--- src/rtl/hazard_unit_sb_pkg.sv ---
// Shared constants for the hazard unit: forward-select encodings,
// the hard-wired zero register and default timing parameters.
package hazard_pkg;

  localparam logic [1:0] FWD_RF  = 2'b00;
  localparam logic [1:0] FWD_WB  = 2'b01;
  localparam logic [1:0] FWD_MEM = 2'b10;

  localparam int REG_ZERO = 0;

  localparam int MD_LATENCY_DEF = 4;
  localparam int REG_AW_DEF     = 5;
  localparam int CNT_W_DEF      = 16;

endpackage

--- src/rtl/hazard_unit_sb_if.sv ---
// Pipeline <-> hazard unit signal bundle. The pipeline (master) drives
// register/stage information; the hazard unit (slave) drives stall,
// flush and forward-select lines back.
interface hazard_unit_sb_if #(
  parameter int REG_AW = 5,
  parameter int CNT_W  = 16
);
  logic [REG_AW-1:0] RsD, RtD, RsE, RtE;
  logic [REG_AW-1:0] WriteRegE, WriteRegM, WriteRegW;
  logic              RegWriteE, RegWriteM, RegWriteW;
  logic              MemtoRegE, MemtoRegM;
  logic              BranchD, PCSrcD;
  logic              MdStartE, MdUseD;

  logic              StallF, StallD, FlushE, FlushD;
  logic              ForwardAD, ForwardBD;
  logic [1:0]        ForwardAE, ForwardBE;
  logic              MdBusy;
  logic [CNT_W-1:0]  StallCount;

  modport master (
    output RsD, RtD, RsE, RtE, WriteRegE, WriteRegM, WriteRegW,
           RegWriteE, RegWriteM, RegWriteW, MemtoRegE, MemtoRegM,
           BranchD, PCSrcD, MdStartE, MdUseD,
    input  StallF, StallD, FlushE, FlushD, ForwardAD, ForwardBD,
           ForwardAE, ForwardBE, MdBusy, StallCount
  );

  modport slave (
    input  RsD, RtD, RsE, RtE, WriteRegE, WriteRegM, WriteRegW,
           RegWriteE, RegWriteM, RegWriteW, MemtoRegE, MemtoRegM,
           BranchD, PCSrcD, MdStartE, MdUseD,
    output StallF, StallD, FlushE, FlushD, ForwardAD, ForwardBD,
           ForwardAE, ForwardBE, MdBusy, StallCount
  );
endinterface

--- src/rtl/hazard_unit_sb_md_scoreboard.sv ---
// HI/LO scoreboard for the multi-cycle multiply/divide unit. A new
// mult/div in E (re)loads the countdown; HI/LO is busy while the
// countdown is non-zero or an op is issuing this cycle.
module md_scoreboard #(
  parameter int MD_LATENCY = 4
) (
  input  logic clk,
  input  logic reset,
  input  logic md_start,
  output logic md_busy
);
  localparam int CW = $clog2(MD_LATENCY + 1);

  logic [CW-1:0] mdcnt;

  // Countdown: restart wins over decrement so a newer op supersedes.
  always_ff @(posedge clk) begin
    if (reset)
      mdcnt <= '0;
    else if (md_start)
      mdcnt <= CW'(MD_LATENCY);
    else if (mdcnt != '0)
      mdcnt <= mdcnt - CW'(1);
  end

  assign md_busy = md_start | (mdcnt != '0);

endmodule

--- src/rtl/hazard_unit_sb.sv ---
// Hazard unit for the 5-stage pipeline: EX/ID forwarding, load-use,
// branch and HI/LO stalls, taken-branch decode flush, and a saturating
// stalled-cycle counter. Register 0 never forwards or causes a stall.
module hazard_unit_sb
  import hazard_pkg::*;
#(
  parameter int REG_AW     = REG_AW_DEF,
  parameter int MD_LATENCY = MD_LATENCY_DEF,
  parameter int CNT_W      = CNT_W_DEF
) (
  input  logic               clk,
  input  logic               reset,
  hazard_unit_sb_if.slave    hz
);
  localparam logic [REG_AW-1:0] RZ = REG_AW'(REG_ZERO);

  logic             lwstall, branchstall, mdstall, stall;
  logic             md_busy;
  logic [CNT_W-1:0] stall_cnt;

  // A producer matches a source only when it writes and the source is not r0.
  function automatic logic reg_hit(input logic [REG_AW-1:0] src,
                                   input logic [REG_AW-1:0] dst,
                                   input logic              we);
    return we && (src != RZ) && (src == dst);
  endfunction

  // Memory stage has priority over writeback for execute forwarding.
  function automatic logic [1:0] fwd_sel(input logic [REG_AW-1:0] src);
    if (reg_hit(src, hz.WriteRegM, hz.RegWriteM))
      return FWD_MEM;
    else if (reg_hit(src, hz.WriteRegW, hz.RegWriteW))
      return FWD_WB;
    else
      return FWD_RF;
  endfunction

  // Saturating increment: the counter sticks at all-ones.
  function automatic logic [CNT_W-1:0] sat_inc(input logic [CNT_W-1:0] v);
    return (v == '1) ? v : v + CNT_W'(1);
  endfunction

  md_scoreboard #(.MD_LATENCY(MD_LATENCY)) u_md (
    .clk      (clk),
    .reset    (reset),
    .md_start (hz.MdStartE),
    .md_busy  (md_busy)
  );

  // Forwarding selects and stall causes; a stalled branch keeps its successor.
  always_comb begin
    hz.ForwardAE = fwd_sel(hz.RsE);
    hz.ForwardBE = fwd_sel(hz.RtE);
    hz.ForwardAD = reg_hit(hz.RsD, hz.WriteRegM, hz.RegWriteM);
    hz.ForwardBD = reg_hit(hz.RtD, hz.WriteRegM, hz.RegWriteM);

    lwstall = reg_hit(hz.RsD, hz.RtE, hz.MemtoRegE) |
              reg_hit(hz.RtD, hz.RtE, hz.MemtoRegE);

    branchstall = hz.BranchD &
                  (reg_hit(hz.RsD, hz.WriteRegE, hz.RegWriteE) |
                   reg_hit(hz.RtD, hz.WriteRegE, hz.RegWriteE) |
                   reg_hit(hz.RsD, hz.WriteRegM, hz.MemtoRegM) |
                   reg_hit(hz.RtD, hz.WriteRegM, hz.MemtoRegM));

    mdstall = hz.MdUseD & md_busy;
    stall   = lwstall | branchstall | mdstall;

    hz.StallF = stall;
    hz.StallD = stall;
    hz.FlushE = stall;
    hz.FlushD = hz.PCSrcD & ~stall;
    hz.MdBusy = md_busy;
  end

  // Stalled-cycle counter; coincident stall causes count once.
  always_ff @(posedge clk) begin
    if (reset)
      stall_cnt <= '0;
    else if (stall)
      stall_cnt <= sat_inc(stall_cnt);
  end

  assign hz.StallCount = stall_cnt;

endmodule

--- src/flat_wrapper.sv ---
// flat-port wrapper written by rule: the top's interface ports become plain ports
module hazard_unit_sb_flat import hazard_pkg::*;
#(
  parameter int REG_AW     = REG_AW_DEF,
  parameter int MD_LATENCY = MD_LATENCY_DEF,
  parameter int CNT_W      = CNT_W_DEF
)
  (clk, reset, hz_RsD, hz_RtD, hz_RsE, hz_RtE, hz_WriteRegE, hz_WriteRegM, hz_WriteRegW, hz_RegWriteE, hz_RegWriteM, hz_RegWriteW, hz_MemtoRegE, hz_MemtoRegM, hz_BranchD, hz_PCSrcD, hz_MdStartE, hz_MdUseD, hz_StallF, hz_StallD, hz_FlushE, hz_FlushD, hz_ForwardAD, hz_ForwardBD, hz_ForwardAE, hz_ForwardBE, hz_MdBusy, hz_StallCount);
  hazard_unit_sb_if #(.REG_AW(REG_AW), .CNT_W(CNT_W)) hz_i ();
  input  logic clk;
  input  logic reset;
  input wire logic [$bits(hz_i.RsD)-1:0] hz_RsD;
  input wire logic [$bits(hz_i.RtD)-1:0] hz_RtD;
  input wire logic [$bits(hz_i.RsE)-1:0] hz_RsE;
  input wire logic [$bits(hz_i.RtE)-1:0] hz_RtE;
  input wire logic [$bits(hz_i.WriteRegE)-1:0] hz_WriteRegE;
  input wire logic [$bits(hz_i.WriteRegM)-1:0] hz_WriteRegM;
  input wire logic [$bits(hz_i.WriteRegW)-1:0] hz_WriteRegW;
  input wire logic [$bits(hz_i.RegWriteE)-1:0] hz_RegWriteE;
  input wire logic [$bits(hz_i.RegWriteM)-1:0] hz_RegWriteM;
  input wire logic [$bits(hz_i.RegWriteW)-1:0] hz_RegWriteW;
  input wire logic [$bits(hz_i.MemtoRegE)-1:0] hz_MemtoRegE;
  input wire logic [$bits(hz_i.MemtoRegM)-1:0] hz_MemtoRegM;
  input wire logic [$bits(hz_i.BranchD)-1:0] hz_BranchD;
  input wire logic [$bits(hz_i.PCSrcD)-1:0] hz_PCSrcD;
  input wire logic [$bits(hz_i.MdStartE)-1:0] hz_MdStartE;
  input wire logic [$bits(hz_i.MdUseD)-1:0] hz_MdUseD;
  output wire logic [$bits(hz_i.StallF)-1:0] hz_StallF;
  output wire logic [$bits(hz_i.StallD)-1:0] hz_StallD;
  output wire logic [$bits(hz_i.FlushE)-1:0] hz_FlushE;
  output wire logic [$bits(hz_i.FlushD)-1:0] hz_FlushD;
  output wire logic [$bits(hz_i.ForwardAD)-1:0] hz_ForwardAD;
  output wire logic [$bits(hz_i.ForwardBD)-1:0] hz_ForwardBD;
  output wire logic [$bits(hz_i.ForwardAE)-1:0] hz_ForwardAE;
  output wire logic [$bits(hz_i.ForwardBE)-1:0] hz_ForwardBE;
  output wire logic [$bits(hz_i.MdBusy)-1:0] hz_MdBusy;
  output wire logic [$bits(hz_i.StallCount)-1:0] hz_StallCount;
  assign hz_i.RsD = hz_RsD;
  assign hz_i.RtD = hz_RtD;
  assign hz_i.RsE = hz_RsE;
  assign hz_i.RtE = hz_RtE;
  assign hz_i.WriteRegE = hz_WriteRegE;
  assign hz_i.WriteRegM = hz_WriteRegM;
  assign hz_i.WriteRegW = hz_WriteRegW;
  assign hz_i.RegWriteE = hz_RegWriteE;
  assign hz_i.RegWriteM = hz_RegWriteM;
  assign hz_i.RegWriteW = hz_RegWriteW;
  assign hz_i.MemtoRegE = hz_MemtoRegE;
  assign hz_i.MemtoRegM = hz_MemtoRegM;
  assign hz_i.BranchD = hz_BranchD;
  assign hz_i.PCSrcD = hz_PCSrcD;
  assign hz_i.MdStartE = hz_MdStartE;
  assign hz_i.MdUseD = hz_MdUseD;
  assign hz_StallF = hz_i.StallF;
  assign hz_StallD = hz_i.StallD;
  assign hz_FlushE = hz_i.FlushE;
  assign hz_FlushD = hz_i.FlushD;
  assign hz_ForwardAD = hz_i.ForwardAD;
  assign hz_ForwardBD = hz_i.ForwardBD;
  assign hz_ForwardAE = hz_i.ForwardAE;
  assign hz_ForwardBE = hz_i.ForwardBE;
  assign hz_MdBusy = hz_i.MdBusy;
  assign hz_StallCount = hz_i.StallCount;
  hazard_unit_sb #(.REG_AW(REG_AW), .MD_LATENCY(MD_LATENCY), .CNT_W(CNT_W)) u_core (.clk(clk), .reset(reset), .hz(hz_i));
endmodule
--- config.mk ---
export PLATFORM = sky130hd
export DESIGN_NAME = hazard_unit_sb_flat
export DESIGN_NICKNAME = d
export VERILOG_FILES = /design/src/rtl/hazard_unit_sb_pkg.sv /design/src/rtl/hazard_unit_sb_if.sv /design/src/rtl/hazard_unit_sb_md_scoreboard.sv /design/src/rtl/hazard_unit_sb.sv /design/src/flat_wrapper.sv
export SDC_FILE = /design/constraint.sdc
export NUM_CORES = 1
export LEC_CHECK = 0
export BUFFER_PORTS_ARGS = -buffer_cell sky130_fd_sc_hd__buf_2
export CAP_MARGIN = 20
export CORE_MARGIN = 1
export CORE_UTILIZATION = 51
export DETAILED_ROUTE_END_ITERATION = 7
export PLACE_DENSITY = 0.95
export SLEW_MARGIN = 20
export SYNTH_ARGS = -nofsm -noshare
export SYNTH_HDL_FRONTEND = slang
export SYNTH_SLANG_ARGS = --single-unit
--- constraint.sdc ---
create_clock -name clk -period 3.75 [get_ports clk]
set_input_delay 0.1875 -clock clk [delete_from_list [all_inputs] [get_ports clk]]
set_output_delay 0.1875 -clock clk [all_outputs]
set_load 0.01 [all_outputs]
# Word-level counts from Yosys, hierarchy flattened
# Cells that the tools add are included.
# W data, S select, Z words.
word_totals:
  regBits: 19
  latch_bits: 0
  ram_bits: 0
  romBits: 0
  inputBits: 46
  output_inout_bits: 27
  elab_cells: 66
  mem_count: 0
classes:
  n_addsub: 2
  mul: 0
  div_mod_pow: 0
  n_lt_le_gt_ge: 0
  eq_ne: 11
  shifts: 0
  muxes: 6
  bitwise: 12
  reduce_logical: 32
ops:
  columns: ["cell", "n"]
  rows:
  - ["$eq A5 B5 Y1", 10]
  - ["$logic_and A1 B1 Y1", 24]
  - ["$reduce_bool A5 Y1", 4]
  - ["$add A16 B1 Y16 const B", 1]
  - ["$eq A16 B16 Y1 const B", 1]
  - ["$or A1 B1 Y1", 7]
  - ["$mux W3", 2]
  - ["$mux W2", 2]
  - ["$and A1 B1 Y1", 3]
  - ["$reduce_bool A3 Y1", 1]
  - ["$sub A3 B1 Y3 const B", 1]
  - ["$mux W1", 2]
  - ["$not A1 Y1", 2]
  - ["$reduce_and A2 Y1", 1]
  - ["$reduce_bool A2 Y1", 1]
  - ["$reduce_or A2 Y1", 1]

# Longest topological paths before layout
depth:
  depth_word: 11
  ltp_mapped: 9
  depth_no_buf: 8

# Cells and area by module
# From an unflattened synthesis, not the netlist that was laid out.
hier_totals:
  cells_unflattened: 216
  hier_area_um2: 1756.7
modules_own_cells:
  columns: ["mod", "instances", "cells_each", "area_per_inst_um2", "seq_area_each_um2"]
  rows:
  - ["hazard_unit_sb", 1, 198, 1586.5, 320.3]
  - ["md_scoreboard", 1, 18, 170.2, 60.1]

# Least setup slack after synthesis
# No wires, ideal clock.
synth_timing:
  path_type: "flip-flop to flip-flop"
  start: "reg u_core.stall_cnt[2] (netlist: u_core.hz.StallCount[2])"
  end: "reg u_core.stall_cnt[10] (netlist: u_core.hz.StallCount[10])"
  setup_time_ns: 0.121
  arrival_ns: 2.008
  t_required_ns: 3.629
  slack_ns: 1.621
  path_stages_with_launch: 10
  path_buffers: 1
  synth_period_minus_slack_ns: 2.129
  path_cell_list: "dfxtp_1 and4_1 and2_1 nand2_1 nor2_1 and3_1 clkbuf_1 a21oi_2 nand4_1 mux2_2"
synth_between:
  elab_chain_len: 3
  word_cells_on_any_way: 4
  classes_between: "1 x add/sub; 1 x eq/ne; 1 x bitwise; 1 x reduce/logical"
synth_lines:
  columns: ["item", "line", "text"]
  rows:
  - ["start, declared", "hazard_unit_sb.sv:19", "logic [CNT_W-1:0] stall_cnt;"]
  - ["start signal, assigned", "hazard_unit_sb.sv:81", "stall_cnt <= sat_inc(stall_cnt);"]
  - ["branches (longest 3 deep; another with $add A16 B1 Y16)", null, null]
# Parallel ways; which one is timed is not known.
# A chain may end at the register's enable or synchronous reset.

# Worst setup path after layout
layout_timing:
  start: "in hz_RtD[0]"
  end: "out hz_FlushD"
layout_between:
  elab_chain_len: 11
  word_cells_on_any_way: 19
  classes_between: "3 x eq/ne; 9 x bitwise; 7 x reduce/logical"
layout_lines:
  columns: ["item", "line", "text"]
  rows:
  - ["start, declared", "flat_wrapper.sv:13", "input wire logic [$bits(hz_i.RtD)-1:0] hz_RtD;"]
  - ["$reduce_bool A5 Y1", "hazard_unit_sb.sv:25", "return we && (src != RZ) && (src == dst);"]
  - ["$logic_and A1 B1 Y1 (2 in a row)", "hazard_unit_sb.sv:25", null]
  - ["$or A1 B1 Y1", "hazard_unit_sb.sv:61", "(reg_hit(hz.RsD, hz.WriteRegE, hz.RegWriteE) |"]
  - ["$or A1 B1 Y1", "hazard_unit_sb.sv:62", "reg_hit(hz.RtD, hz.WriteRegE, hz.RegWriteE) |"]
  - ["$or A1 B1 Y1", "hazard_unit_sb.sv:63", "reg_hit(hz.RsD, hz.WriteRegM, hz.MemtoRegM) |"]
  - ["$and A1 B1 Y1", "hazard_unit_sb.sv:60", "branchstall = hz.BranchD &"]
  - ["$or A1 B1 Y1 * (2 in a row)", "hazard_unit_sb.sv:67", "stall = lwstall | branchstall | mdstall;"]
  - ["$not A1 Y1 *", "hazard_unit_sb.sv:72", "hz.FlushD = hz.PCSrcD & ~stall;"]
  - ["$and A1 B1 Y1 *", "hazard_unit_sb.sv:72", null]
  - ["end, declared", "flat_wrapper.sv:31", "output wire logic [$bits(hz_i.FlushD)-1:0] hz_FlushD;"]
# Every way passes the cells marked *; elsewhere a longest branch is shown, timed or not.

==> impl_summary.md <==
Run status
The run finished with clean final reports.

Clock tree
CTS saw 19 sinks. The depth of the CTS H-tree is 1. The cell sitting at the root of the clock tree is a sky130_fd_sc_hd__clkbuf_4. Once the clock tree was built, the setup fixing pass inserted 0 buffers.

Clock-pin slew was measured on the worst setup and hold paths at 0.10 ns. The later-pin clock latency in the skew report is 0.29 ns. The maximum clock insertion buffer count is 2. Gates resized during post-CTS repair numbered 0. Clock tree synthesis inserted a total of 3 buffers.

The CTS tree is yes. In this run, post-CTS hold repair placed 0 buffers.

Layout
The share of layout cells above drive strength 1 is about a third. The synthesis-to-layout area growth is 23.2%. The finished layout holds ~320 standard cells, fillers aside. The number of antenna diodes in the final layout is 0. The final layout contains 326 nets.

Synth
The distinct cell type count after synthesis is 35. The number of synthesized flops with an enable pin is 0. The share of Yosys cell area claimed by the top area cell type is 22.1%. The largest total area in the synthesized netlist belongs to sky130_fd_sc_hd__dfxtp_1. The prevailing post-synth register cell is sky130_fd_sc_hd__dfxtp_1. The average cell area after synthesis is 8.22 um^2. Sorting the synthesized cells by area gives the leading types as sky130_fd_sc_hd__dfxtp_1 (22%), sky130_fd_sc_hd__xnor2_1 (20%), sky130_fd_sc_hd__xor2_1 (10%). Sequential elements use roughly 22% of the synthesized area. The number of instances in the synthesized netlist is around 210. The total of warnings raised by yosys is 0. In this run the cell area of the synthesized design comes to 0.00172 mm^2. Counting every net in the synthesized netlist gives 259. The flip-flop and latch count after synthesis is 19.

In the synthesized netlist the async set-or-reset flop fraction comes to 0%.

Worst setup path
In this design, the stage delay of the slowest critical-path cell is 0.51 ns. Among all stages on the critical path, the largest delay is contributed by sky130_fd_sc_hd__or4_1. For the worst setup path, the data arrival time is 2.05 ns. The kind of cell adding the most delay to the critical path is simple AND/OR/NAND/NOR gates. The critical path launch point type is an input pin. Of all nets on the critical path, the largest fanout is 10.

The critical path data required time is 3.56 ns. The signal on the critical path passes through buf_2, or4_1, nor2_1, nor4_1, a41o_1, o21ai_4, and3_1, buf_2. The kind of capture point of the worst setup path is an output pin. The class of the most critical setup path is in -> out. In this design, the critical path's most frequently occurring cell is sky130_fd_sc_hd__buf_2. Together, buffers and inverters on the worst path number 2.

Timing
The setup TNS is 0 ns. Setup violations remaining at the end of the flow were counted as 0. The final critical path takes up 59.6% of the cycle. The pin slew with the least headroom to its limit is 0.493 ns.

Setup repair after global routing left no endpoint under its margin. Clock skew on the completed layout was measured at 0.00236 ns. The final critical-path required period is 2.23 ns. Measured against its own limit, the worst slew margin works out to approximately two thirds. Across all hold checks on the routed design, the worst slack comes to around 0.1 ns. The hold violation count in the final report is 0. The slack of the critical path is 1.52 ns. The number of pins with negative max-slew slack in the final report is 0. For this run, the top clock speed supported by timing is 447 MHz.

Pwr
Summed over all cells, the static leakage comes to 0.948 nW. The ratio of total power to cell area is 229 mW/mm^2. The completed layout was analyzed and its total power is approximately 480 uW.

The worst-case IR drop observed on VDD is 0.0982 mV.

Global route
The global route total overflow is 0. The global-route total usage across every layer is between 20 and 30%. The first global-routing pass estimated 7070 um of wire. The pin count of the biggest net entering global routing is 27. The number of global-route vias before repair is 1637. The number of antenna violations at the first check in global routing is 0.

Drt
The violation count after the first detailed-route iteration is 127. The DRC violation count after routing is 0. The remaining number of nets flagged by the antenna check after routing is 0. After detailed routing, the average wire length per cell comes to approximately 13 um. The pre-antenna-repair detailed-routing pass consisted of 5 iterations. After detailed routing, the number of vias per cell comes to 5.37.

The total vias in the final route is around 1700. Summed over all layers, the routed wires come to 4270 um.

Placement
At the end of routability-driven placement, the weighted congestion stood at a little over 0.9. At the placement stage, the worst setup path has a slack of 1.31 ns. The number of I/O port buffers is between 70 and 80. Once placement completed, the tool counted placed cells totaling 315. Detailed placement finished with a half-perimeter wire length of approximately 3600 um.

Floorplan
The area of the placeable core is between 0.003 and 0.004 mm^2. Measured along the x axis, the die boundary spans between 60 and 70 um. For this configuration, the core starts out at a cell density of between 50 and 60%. The die is 60.0 um tall. The die covers 0.00360 mm^2. 73 I/O pins were placed. The placement row count is 20.

Run
Max-cap violations in this run came to 0.

Hold path
The worst hold path belongs to the class in -> reg.
[cell type report]
| class | count | area (um^2) |
|---|---|---|
| clock buffer | 3 | 22.5 |
| clock inverter | 1 | 5.00 |
| fill | 263 | 1010 |
| inverter | 7 | 26.3 |
| multi-input combinational | 173 | 1270 |
| sequential | 19 | 380 |
| tap | 44 | 55.1 |
| timing repair buffer | 72 | 360 |
[flip-flops by register name, indices dropped and copies added (netlist names)]
signal,count
u_core.u_md.mdcnt,3
u_core.hz.StallCount,16
[layout by cell type, fill, tap and decap left out, types with 2 or more instances in the layout]
| cell type | Yosys | final |
|---|---|---|
| sky130_fd_sc_hd__a211oi_1 | 6 | 6 |
| sky130_fd_sc_hd__a21oi_1 | 5 | 5 |
| sky130_fd_sc_hd__a31o_2 | 3 | 3 |
| sky130_fd_sc_hd__a41o_1 | 3 | 3 |
| sky130_fd_sc_hd__and2_1 | 4 | 4 |
| sky130_fd_sc_hd__and3_1 | 6 | 6 |
| sky130_fd_sc_hd__buf_2 | 0 | 72 |
| sky130_fd_sc_hd__clkbuf_4 | 0 | 3 |
| sky130_fd_sc_hd__dfxtp_1 | 19 | 19 |
| sky130_fd_sc_hd__ha_1 | 4 | 4 |
| sky130_fd_sc_hd__inv_1 | 7 | 7 |
| sky130_fd_sc_hd__mux2_2 | 2 | 2 |
| sky130_fd_sc_hd__nand2_1 | 8 | 8 |
| sky130_fd_sc_hd__nand2b_1 | 4 | 4 |
| sky130_fd_sc_hd__nand3_1 | 4 | 4 |
| sky130_fd_sc_hd__nand4_1 | 10 | 10 |
| sky130_fd_sc_hd__nor2_1 | 25 | 25 |
| sky130_fd_sc_hd__nor2b_1 | 4 | 4 |
| sky130_fd_sc_hd__nor3_1 | 4 | 4 |
| sky130_fd_sc_hd__nor4_1 | 8 | 8 |
| sky130_fd_sc_hd__or4_1 | 3 | 3 |
| sky130_fd_sc_hd__xnor2_1 | 39 | 39 |
| sky130_fd_sc_hd__xor2_1 | 20 | 20 |
[cell families (layout without fill, tap and decap cells)]
| group | after synthesis | after routing | synth area share [%] |
|---|---|---|---|
| simple gates | 82 | 82 | 25.1 |
| flops | 19 | 19 | 22.1 |
| mux | 4 | 4 | 2.55 |
| xor+xnor | 59 | 59 | 30.1 |
| buf+inv | 17 | 83 | 4.15 |
| compound gates | 24 | 24 | 13.0 |
| fa+ha+maj | 4 | 4 | 2.91 |
[worst reg2reg max path: cells and delay by family, from the launching register on]
family	cells	cell delay (ns)
compound gates	1	0.14
flops	1	0.43
mux	1	0.33
simple gates	6	1.23
[routing by layer]
layer / vias to the layer above / wire length (um) / track usage (%)
li1: 852 / - / -
met1: 784 / 1790 / 30.0
met2: 71 / 2210 / 47.9
met3: 6 / 210 / 2.38
met4: 0 / 58 / 9.63
met5: - / 0 / 0
[metrics by stage]
| step | utilization, % | area, um^2 |
|---|---|---|
| 5_1_grt | 67.6 | 2120 |
| 3_5_place_dp | 66.8 | 2090 |
| 3_3_place_gp | 66.8 | 2090 |
| 6_report | 67.6 | 2120 |
| 4_1_cts | 67.6 | 2120 |
| 2_1_floorplan | - | 1720 |
[where the power goes]
part | switching, mW | internal (mW) | total, mW
Sequential | 0.00580 | 0.208 | 0.214
Clock | 0.0612 | 0.0396 | 0.101
Combinational | 0.0922 | 0.0770 | 0.169
Total | 0.159 | 0.325 | 0.484
[Yosys cell counts (5+ instances only)]
master	instances
sky130_fd_sc_hd__nand2_1	8
sky130_fd_sc_hd__a21oi_1	5
sky130_fd_sc_hd__and3_1	6
sky130_fd_sc_hd__dfxtp_1	19
sky130_fd_sc_hd__xor2_1	20
sky130_fd_sc_hd__inv_1	7
sky130_fd_sc_hd__nor4_1	8
sky130_fd_sc_hd__clkbuf_1	7
sky130_fd_sc_hd__nor2_1	25
sky130_fd_sc_hd__xnor2_1	39
sky130_fd_sc_hd__nand4_1	10
sky130_fd_sc_hd__a211oi_1	6
[path summary, 6_finish.rpt]
check	to	slack, ns	cells after the start	start
hold / removal	u_core.u_md.mdcnt[0]$_SDFFE_PP0P_	0.10	2	hz_MdStartE
hold reg to reg	u_core.u_md.mdcnt[1]$_SDFFE_PP0P_	0.52	2	u_core.u_md.mdcnt[1]$_SDFFE_PP0P_
setup reg to reg	u_core.hz.StallCount[8]$_SDFFE_PP0P_	1.52	8	u_core.hz.StallCount[2]$_SDFFE_PP0P_
setup / recovery	hz_FlushD	1.52	8	hz_RtD[0]
Power figures use the tool's default switching activity.
